===== src/rtl/vram_wr_if.sv =====
// Bundles the CPU pixel port, the cell-fill request port and the video RAM write port.
// The slave modport is the arbiter's view. The master modport is the requester's view.
interface vram_wr_if;
  logic        cpu_we_i;
  logic [7:0]  cpu_x_i;
  logic [7:0]  cpu_y_i;
  logic [2:0]  cpu_color_i;
  logic        fill_start_i;
  logic [3:0]  cell_index_i;
  logic [2:0]  cell_color_i;
  logic        fill_abort_i;
  logic        we_o;
  logic [15:0] wr_addr_o;
  logic [2:0]  wr_data_o;
  logic        fill_busy_o;
  logic        pend_full_o;
  logic        fill_done_o;

  modport slave (
    input  cpu_we_i, cpu_x_i, cpu_y_i, cpu_color_i,
    input  fill_start_i, cell_index_i, cell_color_i, fill_abort_i,
    output we_o, wr_addr_o, wr_data_o, fill_busy_o, pend_full_o, fill_done_o
  );

  modport master (
    output cpu_we_i, cpu_x_i, cpu_y_i, cpu_color_i,
    output fill_start_i, cell_index_i, cell_color_i, fill_abort_i,
    input  we_o, wr_addr_o, wr_data_o, fill_busy_o, pend_full_o, fill_done_o
  );
endinterface


===== src/rtl/vram_write_arbiter.sv =====
// This block is the only writer of the 256x256x3 video RAM. CPU pixel writes have fixed priority.
// When the CPU is idle, a cell-fill engine paints 64x64 board cells and holds one queued request.
module vram_write_arbiter #(
  parameter bit         BORDER_EN    = 1'b1,
  parameter logic [2:0] BORDER_COLOR = 3'b111
) (
  input  logic     clk,
  input  logic     rst,
  vram_wr_if.slave bus
);

  localparam logic [1:0] S_IDLE = 2'd0;
  localparam logic [1:0] S_FILL = 2'd1;
  localparam logic [1:0] S_DONE = 2'd2;

  logic [1:0]  state_q, state_d;
  logic [5:0]  xc_q, xc_d;
  logic [5:0]  yc_q, yc_d;
  logic [3:0]  cur_idx_q, cur_idx_d;
  logic [2:0]  cur_col_q, cur_col_d;
  logic        pend_q, pend_d;
  logic [3:0]  pend_idx_q, pend_idx_d;
  logic [2:0]  pend_col_q, pend_col_d;
  logic        we_q;
  logic [15:0] addr_q;
  logic [2:0]  data_q;

  logic        fill_grant;
  logic        last_px;
  logic        border_px;
  logic        start_ok;
  logic        consume;
  logic        capture;
  logic [15:0] fill_addr;
  logic [2:0]  fill_data;

  // A fill pixel is not granted in an abort cycle. Only a pixel already in the output register can still appear.
  assign fill_grant = (state_q == S_FILL) && !bus.fill_abort_i && !bus.cpu_we_i;
  assign last_px    = (xc_q == 6'd63) && (yc_q == 6'd63);
  assign border_px  = (xc_q == 6'd0) || (xc_q == 6'd63) || (yc_q == 6'd0) || (yc_q == 6'd63);
  assign fill_addr  = {cur_idx_q[1:0], xc_q, cur_idx_q[3:2], yc_q};
  assign fill_data  = (BORDER_EN && border_px) ? BORDER_COLOR : cur_col_q;

  assign start_ok = bus.fill_start_i && !bus.fill_abort_i;
  assign consume  = pend_q && ((state_q == S_DONE) || (state_q == S_IDLE));
  // A full slot accepts a new request only at the edge where the slot is emptied into the engine.
  assign capture  = start_ok && (pend_q ? consume : (state_q != S_IDLE));

  always_comb begin
    // NOTE: every next-state variable gets a hold default first, so no path infers a latch.
    state_d    = state_q;
    xc_d       = xc_q;
    yc_d       = yc_q;
    cur_idx_d  = cur_idx_q;
    cur_col_d  = cur_col_q;
    pend_d     = pend_q;
    pend_idx_d = pend_idx_q;
    pend_col_d = pend_col_q;

    if (bus.fill_abort_i) begin
      state_d = S_IDLE;
      xc_d    = 6'd0;
      yc_d    = 6'd0;
      pend_d  = 1'b0;
    end else begin
      case (state_q)
        S_IDLE: begin
          if (consume) begin
            state_d   = S_FILL;
            cur_idx_d = pend_idx_q;
            cur_col_d = pend_col_q;
            pend_d    = 1'b0;
          end else if (start_ok) begin
            state_d   = S_FILL;
            cur_idx_d = bus.cell_index_i;
            cur_col_d = bus.cell_color_i;
          end
          xc_d = 6'd0;
          yc_d = 6'd0;
        end
        S_FILL: begin
          if (fill_grant) begin
            xc_d = xc_q + 6'd1;
            if (xc_q == 6'd63) yc_d = yc_q + 6'd1;
            if (last_px)       state_d = S_DONE;
          end
        end
        S_DONE: begin
          if (consume) begin
            state_d   = S_FILL;
            cur_idx_d = pend_idx_q;
            cur_col_d = pend_col_q;
            pend_d    = 1'b0;
          end else begin
            state_d = S_IDLE;
          end
          xc_d = 6'd0;
          yc_d = 6'd0;
        end
        default: state_d = S_IDLE;
      endcase

      if (capture) begin
        pend_d     = 1'b1;
        pend_idx_d = bus.cell_index_i;
        pend_col_d = bus.cell_color_i;
      end
    end
  end

  // NOTE: sequential state uses non-blocking assignments only, so every register samples pre-edge values.
  always_ff @(posedge clk or posedge rst) begin
    if (rst) begin
      state_q    <= S_IDLE;
      xc_q       <= 6'd0;
      yc_q       <= 6'd0;
      cur_idx_q  <= 4'd0;
      cur_col_q  <= 3'd0;
      pend_q     <= 1'b0;
      pend_idx_q <= 4'd0;
      pend_col_q <= 3'd0;
    end else begin
      state_q    <= state_d;
      xc_q       <= xc_d;
      yc_q       <= yc_d;
      cur_idx_q  <= cur_idx_d;
      cur_col_q  <= cur_col_d;
      pend_q     <= pend_d;
      pend_idx_q <= pend_idx_d;
      pend_col_q <= pend_col_d;
    end
  end

  // The write port register holds its address and data when idle. Only we_q marks a valid write.
  always_ff @(posedge clk or posedge rst) begin
    if (rst) begin
      we_q   <= 1'b0;
      addr_q <= 16'd0;
      data_q <= 3'd0;
    end else begin
      we_q <= bus.cpu_we_i || fill_grant;
      if (bus.cpu_we_i) begin
        addr_q <= {bus.cpu_x_i, bus.cpu_y_i};
        data_q <= bus.cpu_color_i;
      end else if (fill_grant) begin
        addr_q <= fill_addr;
        data_q <= fill_data;
      end
    end
  end

  assign bus.we_o        = we_q;
  assign bus.wr_addr_o   = addr_q;
  assign bus.wr_data_o   = data_q;
  assign bus.fill_busy_o = (state_q != S_IDLE);
  assign bus.pend_full_o = pend_q;
  assign bus.fill_done_o = (state_q == S_DONE);

endmodule


===== src/flat_wrapper.sv =====
// flat-port wrapper written by rule: the top's interface ports become plain ports
module vram_write_arbiter_flat 
#(
  parameter bit         BORDER_EN    = 1'b1,
  parameter logic [2:0] BORDER_COLOR = 3'b111
)
  (clk, rst, bus_cpu_we_i, bus_cpu_x_i, bus_cpu_y_i, bus_cpu_color_i, bus_fill_start_i, bus_cell_index_i, bus_cell_color_i, bus_fill_abort_i, bus_we_o, bus_wr_addr_o, bus_wr_data_o, bus_fill_busy_o, bus_pend_full_o, bus_fill_done_o);
  vram_wr_if bus_i ();
  input  logic clk;
  input  logic rst;
  input wire logic [$bits(bus_i.cpu_we_i)-1:0] bus_cpu_we_i;
  input wire logic [$bits(bus_i.cpu_x_i)-1:0] bus_cpu_x_i;
  input wire logic [$bits(bus_i.cpu_y_i)-1:0] bus_cpu_y_i;
  input wire logic [$bits(bus_i.cpu_color_i)-1:0] bus_cpu_color_i;
  input wire logic [$bits(bus_i.fill_start_i)-1:0] bus_fill_start_i;
  input wire logic [$bits(bus_i.cell_index_i)-1:0] bus_cell_index_i;
  input wire logic [$bits(bus_i.cell_color_i)-1:0] bus_cell_color_i;
  input wire logic [$bits(bus_i.fill_abort_i)-1:0] bus_fill_abort_i;
  output wire logic [$bits(bus_i.we_o)-1:0] bus_we_o;
  output wire logic [$bits(bus_i.wr_addr_o)-1:0] bus_wr_addr_o;
  output wire logic [$bits(bus_i.wr_data_o)-1:0] bus_wr_data_o;
  output wire logic [$bits(bus_i.fill_busy_o)-1:0] bus_fill_busy_o;
  output wire logic [$bits(bus_i.pend_full_o)-1:0] bus_pend_full_o;
  output wire logic [$bits(bus_i.fill_done_o)-1:0] bus_fill_done_o;
  assign bus_i.cpu_we_i = bus_cpu_we_i;
  assign bus_i.cpu_x_i = bus_cpu_x_i;
  assign bus_i.cpu_y_i = bus_cpu_y_i;
  assign bus_i.cpu_color_i = bus_cpu_color_i;
  assign bus_i.fill_start_i = bus_fill_start_i;
  assign bus_i.cell_index_i = bus_cell_index_i;
  assign bus_i.cell_color_i = bus_cell_color_i;
  assign bus_i.fill_abort_i = bus_fill_abort_i;
  assign bus_we_o = bus_i.we_o;
  assign bus_wr_addr_o = bus_i.wr_addr_o;
  assign bus_wr_data_o = bus_i.wr_data_o;
  assign bus_fill_busy_o = bus_i.fill_busy_o;
  assign bus_pend_full_o = bus_i.pend_full_o;
  assign bus_fill_done_o = bus_i.fill_done_o;
  vram_write_arbiter #(.BORDER_EN(BORDER_EN), .BORDER_COLOR(BORDER_COLOR)) u_core (.clk(clk), .rst(rst), .bus(bus_i));
endmodule

===== config.mk =====
export PLATFORM = sky130hd
export DESIGN_NAME = vram_write_arbiter_flat
export DESIGN_NICKNAME = d
export VERILOG_FILES = /design/src/rtl/vram_wr_if.sv /design/src/rtl/vram_write_arbiter.sv /design/src/flat_wrapper.sv
export SDC_FILE = /design/constraint.sdc
export NUM_CORES = 1
export LEC_CHECK = 0
export ABC_AREA = 1
export BUFFER_PORTS_ARGS = -buffer_cell sky130_fd_sc_hd__buf_2
export CORE_ASPECT_RATIO = 0.7
export CORE_MARGIN = 2
export CORE_UTILIZATION = 50
export CTS_BUF_LIST = sky130_fd_sc_hd__clkbuf_4
export DETAILED_ROUTE_END_ITERATION = 12
export PLACE_DENSITY = 0.77
export SYNTH_ARGS = -nofsm -noshare
export SYNTH_HDL_FRONTEND = slang
export SYNTH_SLANG_ARGS = --single-unit

===== constraint.sdc =====
create_clock -name clk -period 3.75 [get_ports clk]
set_input_delay 0.75 -clock clk [delete_from_list [all_inputs] [get_ports clk]]
set_output_delay 0.75 -clock clk [all_outputs]
set_load 0.02 [all_outputs]

# Word-level counts from Yosys, hierarchy flattened
# Cells that the tools add are included.
# W data, S select, Z words.
# totals
ff_bits	49
inputBits	31
output_inout_bits	23
elab_cells	85
# op_classes
n_addsub	2
eq_ne	10
mux	32
bitwise	1
n_reduce_logical	29
# op_table
operator	n
$mux W16	2
$mux W6	5
$pmux W6 S2	2
$mux W3	6
$add A6 B1 Y6 const B	2
$eq A6 B6 Y1 const B	2
$logic_not A6 Y1	2
$mux W4	3
$mux W2	5
$reduce_bool A3 Y1	3
$pmux W4 S2	1
$logic_and A1 B1 Y1	6
$mux W1	6
$ne A3 B2 Y1 const B	2
$pmux W2 S3	1
$pmux W3 S2	1
$reduce_and A2 Y1	3
$reduce_and A3 Y1	2
$reduce_bool A2 Y1	3
$logic_or A1 B1 Y1	5
$ne A4 B2 Y1 const B	1
$reduce_and A4 Y1	1
$ne A3 B1 Y1 const B	1
$ne A3 B3 Y1 const B	1
other kinds (7)	8

# Logic depth before layout (Yosys ltp)
# logic_depth
depth_word	7
ltp_mapped	10
ltp_nobuf	9

# Least setup slack after synthesis
# OpenSTA, ideal clock, no wires.
# synth_path
path_kind	reg2out
from	reg u_core.state_q[0]
to	out bus_fill_done_o
arrival_time_ps	715
required_ps	3000
path_slack_ps	2285
stages_incl_launch_ff	4
n_path_buf	0
cell_sequence	dfrtp_1 -> inv_2 -> nand2_1 -> inv_1
# synth_via
elab_chain_len	1
# synth_lines
element	line_no	text
from (decl)	vram_write_arbiter.sv:16	logic [1:0] state_q, state_d;
from (signal assigned)	vram_write_arbiter.sv:123	state_q <= state_d;
$eq A2 B2 Y1	vram_write_arbiter.sv:157	assign bus.fill_done_o = (state_q == S_DONE);
to (decl)	flat_wrapper.sv:24	output wire logic [$bits(bus_i.fill_done_o)-1:0] bus_fill_done_o;
# No other way between the ends.

# Worst setup path after layout
# Same ends and word-level chain as after synthesis.

==> flow_metrics.env <==
export IMPL_status="finished, final reports clean"
export IMPL_hold_viol=0
export IMPL_instances_no_fill=424
export IMPL_pwr_share_clk_pct=25.3
export IMPL_yosysWarnings=0
export IMPL_switching_power_uw=384.6
export IMPL_p_sw_share_pct=31.31
export IMPL_cts_root_buf="clkbuf_4"
export IMPL_synth_compound_area_share_pct=15.17
export IMPL_synthesis_nets=338
export IMPL_dp_cells=416
export IMPL_worstMarginPinSlew_ns=1.003
export IMPL_max_slew_margin_pct=33.05
export IMPL_ys_ff_latch=49
export IMPL_internal_power_uw=843.8
export IMPL_path_clk_slew_ns=0.13
export IMPL_rsz0062_at_grt="false"
export IMPL_setup_violations=0
export IMPL_port_buffers=53
export IMPL_synth_area_um2=2515
export IMPL_yosysSeqAreaShare_pct=48.76
export IMPL_cts_setup_buffers=0
export IMPL_min_period_ns=1.986
export IMPL_syn_inst=303
export IMPL_critPathMaxStageDelay_ns=0.44
export IMPL_wirelength_um=5302
export IMPL_p_leak_uw=0.001484
export IMPL_grtUsageMet1_pct=30.95
export IMPL_ir_drop_uv=196.9
export IMPL_die_area_um2=5622
export IMPL_hpwl_um=4013
export IMPL_clk_latency_ns=0.38
export IMPL_grt_busiest_layer="met1"
export IMPL_crit_path_cell_trace="inv_2 > nand2_1 > inv_1 > buf_2"
export IMPL_final_area_um2=2859
export IMPL_synthSimpleGateAreaFrac_pct=23.43
export IMPL_grt_pass1_vias=1892
export IMPL_use_met3_pct=3.932
export IMPL_final_cell_mix="nand2_1 (84), buf_2 (53), dfrtp_1 (49)"
export IMPL_synth_top_family_by_area="simple AND/OR/NAND/NOR gates"
export IMPL_synthAdderAreaFrac_pct=1.990
export IMPL_synth_mux_area_fraction_pct=0
export IMPL_endpoint_kind="output port"
export IMPL_ios=54
export IMPL_drtAntennaViolNets=0
export IMPL_path_max_fanout=4
export IMPL_area_delta_synth_final_pct=13.68
export IMPL_power_frac_seq_pct=53.6
export IMPL_via_per_inst=4.856
export IMPL_htreeDepth=2
export IMPL_required_ns=3.00
export IMPL_drtPass1Iterations=4
export IMPL_gp_congestion=0.8210
export IMPL_antenna_found_initial=0
export IMPL_path_class="register to output port"
export IMPL_drt_initial_drc_count=151
export IMPL_cts_sinks=49
export IMPL_ys_flop_type="dfrtp_1"
export IMPL_final_setup_skew_ns=0.01338
export IMPL_fill_cells=449
export IMPL_cts_max_path_buffers=2
export IMPL_synth_top_area_share_pct=48.76
export IMPL_synth_xor_area_share_pct=0.3483
export IMPL_max_freq_mhz=503.4
export IMPL_drive_gt1_share_pct=26.20
export IMPL_finalMaxSlewViolations=0
export IMPL_gr_total_overflow=0
export IMPL_p_per_area_nw_per_um2=429.7
export IMPL_route_detailed_drc=0
export IMPL_worstPathArrival_ns=1.24
export IMPL_diodes=0
export IMPL_cp_slowest_cell="dfrtp_1"
export IMPL_numCtsBuffers=5
export IMPL_grt_max_degree=50
export IMPL_core_area_um2=4808
export IMPL_cts_resized=0
export IMPL_use_met2_pct=29.48
export IMPL_cts_tree="built"
export IMPL_grt_use_total_pct=20.41
export IMPL_hold_buffers=0
export IMPL_synthArstFlopShare_pct=100.0
export IMPL_die_h_um=63.34
export IMPL_utilization_pct=59.46
export IMPL_cp_start_kind="register"
export IMPL_synth_avg_cell_area_um2=8.300
export IMPL_grt_pass1_wl_um=8825
export IMPL_combPwrFrac_pct=21.1
export IMPL_vias=2059
export IMPL_start_util_pct=52.30
export IMPL_drv_cap=0
export IMPL_p_total_uw=1228
export IMPL_layout_nets=389
export IMPL_tns_ns=0
export IMPL_synth_edf_count=0
export IMPL_yosysTopAreaCell="dfrtp_1"
export IMPL_yosys_top_cells_area="dfrtp_1 (49%), nand2_1 (13%), inv_1 (6.0%)"
export IMPL_rows=21
export IMPL_netlist_cell_type_count=28
export IMPL_wire_per_inst_um=12.50
export IMPL_place_area_um2=2780
export IMPL_post_route_period_util_pct=52.97
export IMPL_die_x_um=88.77
export IMPL_hold_path_class="register to register"
export IMPL_mostFrequentLayoutCell="nand2_1"
==> stage by stage <==
step | hold WS (ns) | setup slack [ns]
3_5_place_dp | 0.4754 | 1.693
4_1_cts | 0.5075 | 1.732
6_report | 0.5042 | 1.764
5_1_grt | 0.5243 | 1.621
2_1_floorplan | 0.4534 | 1.827
3_3_place_gp | 0.4641 | 1.746
==> synth_stat cells (all sizes together), types with 2 or more instances <==
| master | n |
|---|---|
| o211ai | 8 |
| buf | 8 |
| inv | 46 |
| nand3 | 11 |
| dfrtp | 49 |
| nand4 | 4 |
| a21oi | 11 |
| o21ai | 28 |
| ha | 4 |
| a31oi | 2 |
| o22ai | 5 |
| nand2 | 89 |
| nor2 | 33 |
==> kinds of logic after synthesis <==
family                   after synthesis
AO/OA/AOI/OAI                         55
AND/OR/NAND/NOR                      139
adder cells (fa/ha/maj)                4
XOR/XNOR                               1
flip-flops                            49
buffers and inverters                 55
==> area by class of cell <==
type,count,area [um2],share of cell area (%)
Sequential cell,49,1226,42.89
Multi-Input combinational cell,199,1030,36.02
Timing Repair Buffer,53,265.3,9.278
Inverter,46,172.7,6.039
Tap cell,69,86.33,3.020
Clock inverter,3,41.29,1.444
Clock buffer,5,37.54,1.313
==> final timing paths <==
check                                            startpoint                             endpoint  slack [ns]  cells after the start
setup / recovery              u_core.state_q[0]$_DFFE_PP0P_                      bus_fill_done_o        1.76                      4
setup reg to reg              u_core.state_q[0]$_DFFE_PP0P_  u_core.bus.wr_data_o[2]$_DFFE_PP0P_        2.15                      9
hold reg to reg            u_core.pend_idx_q[2]$_DFFE_PP0P_     u_core.pend_idx_q[2]$_DFFE_PP0P_        0.50                      2
hold / removal             u_core.pend_idx_q[2]$_DFFE_PP0P_     u_core.pend_idx_q[2]$_DFFE_PP0P_        0.50                      2
max in group asynchronous                               rst     u_core.pend_idx_q[2]$_DFFE_PP0P_        2.54                      2
min in group asynchronous                               rst     u_core.pend_col_q[0]$_DFFE_PP0P_        0.58                      2
==> metal layers <==
metal  vias up  routed length (um)
met5         -                   0
met4         0                  68
met3         7                 231
met2        53                2288
met1       936                2714
li1       1063                   -
==> critical path: cells and delay by family (launching register included) <==
kind,cells,cell delay [ns]
flops,1,0.44
simple gates,1,0.09
buf+inv,3,0.33
==> power by group through the flow <==
stage	Combinational (uW)	Clock [uW]	Sequential (uW)
5_1_grt	293	339	669
4_1_cts	263	315	660
3_3_place_gp	255	0	667
2_1_floorplan	161	0	692
3_5_place_dp	262	0	670
6_report	259	311	659
==> registers in the layout, summed over array words and instances (netlist names) <==
| signal | count |
|---|---|
| u_core.bus.wr_addr_o | 16 |
| u_core.pend_col_q | 3 |
| u_core.bus.pend_full_o | 1 |
| u_core.state_q | 2 |
| u_core.cur_idx_q | 4 |
| u_core.cur_col_q | 3 |
| u_core.pend_idx_q | 4 |
| u_core.yc_q | 6 |
| u_core.bus.we_o | 1 |
| u_core.xc_q | 6 |
| u_core.bus.wr_data_o | 3 |
(Power assumes the default switching activity.)
